**src/rtl/hex_scan_display.sv**
```systemverilog
// Time-multiplexed hex/binary 7-segment scanner with tear-free double-buffered
// loads, leading-zero blanking and PWM brightness within each digit's dwell.
module hex_scan_display #(
  parameter int N_DIGITS = 4,
  parameter int DWELL_W  = 14,
  parameter int BRIGHT_W = 3
) (
  input  logic                  clk,
  input  logic                  rst_n,
  input  logic [4*N_DIGITS-1:0] i_data,
  input  logic [N_DIGITS-1:0]   i_dp,
  input  logic                  i_load,
  input  logic                  i_mode,
  input  logic                  i_blank_lz,
  input  logic [BRIGHT_W-1:0]   i_bright,
  output logic [N_DIGITS-1:0]   o_anodes,
  output logic [7:0]            o_segments,
  output logic                  o_frame
);
  localparam int D_W    = $clog2(N_DIGITS);
  localparam int DATA_W = 4 * N_DIGITS;

  logic [DWELL_W-1:0]           cnt;
  logic [D_W-1:0]               d;
  logic [DATA_W-1:0]            shadow_data, disp_data;
  logic [N_DIGITS-1:0]          shadow_dp, disp_dp;
  logic                         pending;
  logic                         cnt_max, last_digit, frame_wrap;

  assign cnt_max    = &cnt;
  assign last_digit = (d == D_W'(N_DIGITS - 1));
  assign frame_wrap = cnt_max & last_digit;
  assign o_frame    = frame_wrap;

  always_ff @(posedge clk or negedge rst_n) begin
    if (!rst_n) begin
      cnt <= '0;
      d   <= '0;
    end else begin
      cnt <= cnt + 1'b1;
      if (cnt_max) d <= last_digit ? '0 : d + 1'b1;
    end
  end

  // Display register only changes at frame wrap so a scan never mixes two values.
  always_ff @(posedge clk or negedge rst_n) begin
    if (!rst_n) begin
      shadow_data <= '0;
      shadow_dp   <= '0;
      disp_data   <= '0;
      disp_dp     <= '0;
      pending     <= 1'b0;
    end else if (i_load && frame_wrap) begin
      disp_data <= i_data;
      disp_dp   <= i_dp;
      pending   <= 1'b0;
    end else if (i_load) begin
      shadow_data <= i_data;
      shadow_dp   <= i_dp;
      pending     <= 1'b1;
    end else if (frame_wrap && pending) begin
      disp_data <= shadow_data;
      disp_dp   <= shadow_dp;
      pending   <= 1'b0;
    end
  end

  function automatic logic [7:0] hex_glyph(input logic [3:0] v);
    case (v)
      4'h0: hex_glyph = 8'hFC;  4'h1: hex_glyph = 8'h60;
      4'h2: hex_glyph = 8'hDA;  4'h3: hex_glyph = 8'hF2;
      4'h4: hex_glyph = 8'h66;  4'h5: hex_glyph = 8'hB6;
      4'h6: hex_glyph = 8'hBE;  4'h7: hex_glyph = 8'hE0;
      4'h8: hex_glyph = 8'hFE;  4'h9: hex_glyph = 8'hF6;
      4'hA: hex_glyph = 8'hEE;  4'hB: hex_glyph = 8'h3E;
      4'hC: hex_glyph = 8'h9C;  4'hD: hex_glyph = 8'h7A;
      4'hE: hex_glyph = 8'h9E;  default: hex_glyph = 8'h8E;
    endcase
  endfunction

  logic [N_DIGITS-1:0][3:0] nibs;
  logic [N_DIGITS-1:0]      upper_zero;
  assign nibs = disp_data;

  // upper_zero[k]: this nibble and every more significant one are zero.
  for (genvar k = 0; k < N_DIGITS; k++) begin : g_lz
    assign upper_zero[k] = ~|nibs[N_DIGITS-1:k];
  end

  logic [BRIGHT_W-1:0] level;
  logic                lit, blank;
  logic [7:0]          glyph, seg_next;
  logic [N_DIGITS-1:0] anodes_next;

  always_comb begin
    level = cnt[DWELL_W-1 -: BRIGHT_W];
    lit   = (level <= i_bright);
    blank = i_mode & i_blank_lz & (d != '0) & upper_zero[d];
    glyph = i_mode ? hex_glyph(nibs[d]) : hex_glyph({3'b000, disp_data[d]});
    seg_next    = blank ? 8'h00 : glyph;
    seg_next[0] = disp_dp[d];
    anodes_next = '1;
    if (lit) anodes_next[d] = 1'b0;
    else     seg_next = 8'h00;
  end

  always_ff @(posedge clk or negedge rst_n) begin
    if (!rst_n) begin
      o_anodes   <= '1;
      o_segments <= 8'h00;
    end else begin
      o_anodes   <= anodes_next;
      o_segments <= seg_next;
    end
  end
endmodule

```
**config.mk**
```make
export PLATFORM = sky130hd
export DESIGN_NAME = hex_scan_display
export DESIGN_NICKNAME = d
export VERILOG_FILES = /design/src/rtl/hex_scan_display.sv
export SDC_FILE = /design/constraint.sdc
export NUM_CORES = 1
export LEC_CHECK = 0
export ABC_AREA = 1
export CAP_MARGIN = 20
export CORE_ASPECT_RATIO = 0.5
export CORE_UTILIZATION = 35
export CTS_CLUSTER_DIAMETER = 50
export DETAILED_ROUTE_END_ITERATION = 12
export PLACE_DENSITY = 0.52
export SYNTH_ARGS = -nofsm -noshare
export SYNTH_HDL_FRONTEND = slang
export SYNTH_SLANG_ARGS = --single-unit
```
**constraint.sdc**
```tcl
create_clock -name clk -period 2.5 [get_ports clk]
set_input_delay 0.25 -clock clk [delete_from_list [all_inputs] [get_ports clk]]
set_output_delay 0.25 -clock clk [all_outputs]
set_load 0.02 [all_outputs]
```
==> run metrics <==
YS warnings 0; Final Critical Period about 2.1 ns; Placement Cell Area 0.004207 sq mm; WL per Instance 12.54 microns; initial antenna violation count 0; fillers ~1000; CORE AREA a little under 0.01 sq mm; Cell Rows 25; Relative slew margins 0.5882; worst slew pin tran 0.6176 ns; Ports 41; syn avg cell area 7.520 sq um; Critical Path RT roughly 2.7 ns; TNS Setup 0 ns; CP max FO 16; Synth Area in Adders 0.04823; H-tree depth 3; Tot Pwr 2526 uW; post-synthesis compound-gate area fraction 0.02515; GPL Wtd Cong 0.8497; Starting Density 0.3722; clk_lat worst skew 0.33 ns; RSZ-0062 raised after global routing false; # clock sinks a little under 70; clk_skew 0.005647 ns; xor/xnor share of the synthesized area 0.02894; Setup violations, final 0; Post-Synth Simple-Gate Area 0.3489; Area Growth Syn to Fin 23.73%; CP Class flip-flop to flip-flop; Sw Share 0.2243; multi-input logic area approximately 0.0016 sq mm; via count about 3000; grt ovf 0; largest net degree at the start of global routing 46; layout net count between 500 and 600; router iterations before antenna repair 4; DR iter-0 viols 130; hold_ws approximately 0.45 ns; CTS tree built; worst hold path type flip-flop to flip-flop; Mapped Cells 483; CTS buffer count 9; full die area between 0.01 and 0.015 sq mm; ant diodes 0; Worst Setup End Kind flip-flop; Die Ht around 74 microns; total net switching power 566.6 uW; Vias/cell ~4.5; CTS max path bufs 2; Comb power frac 0.074; Root Buffer clkbuf_16; Port Buffer Count 40; post-route cell area 0.004494 sq mm; vias in the first global route about 2700; outcome complete, no violations; power per cell area roughly 560 mW/mm^2; Setup crit start kind flip-flop; Net Count, Synth between 500 and 600; DP HPWL 5.890 mm; Slew Limit Fails 0; antenna viol nets, final 0; Reg area around 0.0017 sq mm; Clock Power Share 0.464; proportion of synthesized area in mux cells 0; P_int about 2000 uW; # Post-CTS Setup Buffers 0; Worst-path clk slew roughly 0.06 ns; post-synth design cell area approximately 0.0036 sq mm; CP arrival between 2 and 2.5 ns; Peak Freq ~480 MHz; sequential share of the synthesized area 0.4767; gr usage total 0.1681; MaxCap Viol Count 0; # DRC 0; die width roughly 150 microns; VDD IR max roughly 0.00031 V; layout cells sized above 1 0.07090; Leak 0.002478 uW; Sequential Power Share 0.462; combinational family with the most area after synthesis simple AND/OR/NAND/NOR gates; Total Wirelength 8.415 mm; crit share post-route 0.8370; first-pass GRT wire length 13.86 mm; Unique masters post-synth 25; number of synthesized register bits 69; Hold Vio Cnt, Final 0
cell type report:
type	instances	area share
sequential	69	0.3856
clock inverter	2	0.002227
inverter	45	0.03758
multi-input combinational	353	0.3647
timing repair buffer	53	0.1136
tap	135	0.03758
clock buffer	14	0.05874
critical path: stages, from the launching register on:
cell and delay [ns]:
dfrtp_2 0.51, inv_1 0.37, nand2_1 0.14, nand3_1 0.10, nand2_1 0.15, inv_1 0.14, ha_1 0.18, nand3_1 0.12
nand2_1 0.10, nand2_1 0.05, nand2_1 0.05, a21oi_1 0.06
registers in the layout, summed over array words and instances, names as in the netlist:
signal	flops
pending	1
o_anodes	4
shadow_data	16
disp_data	16
o_segments	8
disp_dp	4
d	2
cnt	14
shadow_dp	4
synth_stat cells, drive strengths merged:
| master | instances | share of area |
|---|---|---|
| nor3 | 2 | 0.0028 |
| o22ai | 1 | 0.0017 |
| a21oi | 10 | 0.014 |
| nand3 | 47 | 0.068 |
| xnor2 | 3 | 0.0072 |
| dfstp | 4 | 0.029 |
| nand3b | 3 | 0.0062 |
| and2 | 1 | 0.0017 |
| ha | 14 | 0.048 |
| xor2 | 9 | 0.022 |
| buf | 14 | 0.023 |
| inv | 45 | 0.047 |
| o21ai | 7 | 0.0096 |
| dfrtp | 65 | 0.45 |
| clkbuf | 2 | 0.0021 |
| nor2 | 63 | 0.069 |
| nand4 | 1 | 0.0017 |
| nand2 | 192 | 0.20 |
cells by family (layout without fill, tap and decap cells):
family	count (synthesis)	after routing
buf+inv	61	114
simple gates	309	309
fa+ha+maj	14	14
flops	69	69
xor+xnor	12	12
compound gates	18	18
layer usage:
metal  track usage  routed length, microns
met5             0                       0
met2        0.2313                    3191
met3       0.04908                     284
met4       0.05208                      85
met1        0.2509                    4853
stage by stage:
step / setup WS (ns) / cells / utilization
2_1_floorplan: 0.7842 / 483 / -
3_3_place_gp: 0.3687 / 654 / 0.4310
3_5_place_dp: 0.2680 / 654 / 0.4310
4_1_cts: 0.01024 / 671 / 0.4601
5_1_grt: 0.1752 / 671 / 0.4605
6_report: 0.4076 / 671 / 0.4605
layout by cell type (no fill, tap or decap):
master           count
clkdlybuf4s50_1     38
nor3_1               2
and2_1               1
inv_2                1
dfrtp_2              1
dlymetal6s2s_1       1
nand3b_1             3
o21ai_0              7
clkbuf_8             2
ha_1                14
clkinv_2             2
nand2_2              2
nand4_1              1
nor2_1              61
buf_4               11
a21oi_1             10
nand3_2              2
dlygate4sd3_1        1
buf_2                1
dfstp_2              4
nand2_1            190
nand3_1             45
dfrtp_1             64
nor2_4               2
inv_1               44
clkbuf_16            9
xnor2_1              3
o22ai_1              1
clkbuf_1             3
buf_12               1
xor2_1               9
power by group through the flow:
stage               Sequential (uW)  Clock, uW  Combinational (uW)
detailed placement             1190          0                 187
floorplan                      1190          0                78.4
CTS                            1170       1210                 189
global placement               1180          0                 186
global route                   1170       1250                 212
finish                         1170       1170                 186
repair_timing:
item | CTS | global route
endpoints found under the setup margin | 0 | 5
gates resized for setup | 0 | 2
hold buffers | 1 | 0
hold endpoints to repair | 24 | 0
path summary, 6_finish.rpt:
check	end	startpoint	cells past startpoint	slack, ns
setup / recovery	o_segments[4]	d[0]	11	0.41
hold reg to reg	cnt[0]	cnt[0]	1	0.45
max in group asynchronous	o_anodes[2]	rst_n	3	1.31
setup reg to reg	o_segments[4]	d[0]	11	0.41
hold / removal	cnt[0]	cnt[0]	1	0.45
min in group asynchronous	shadow_dp[3]	rst_n	2	0.47
Power figures use the tool's default switching activity.
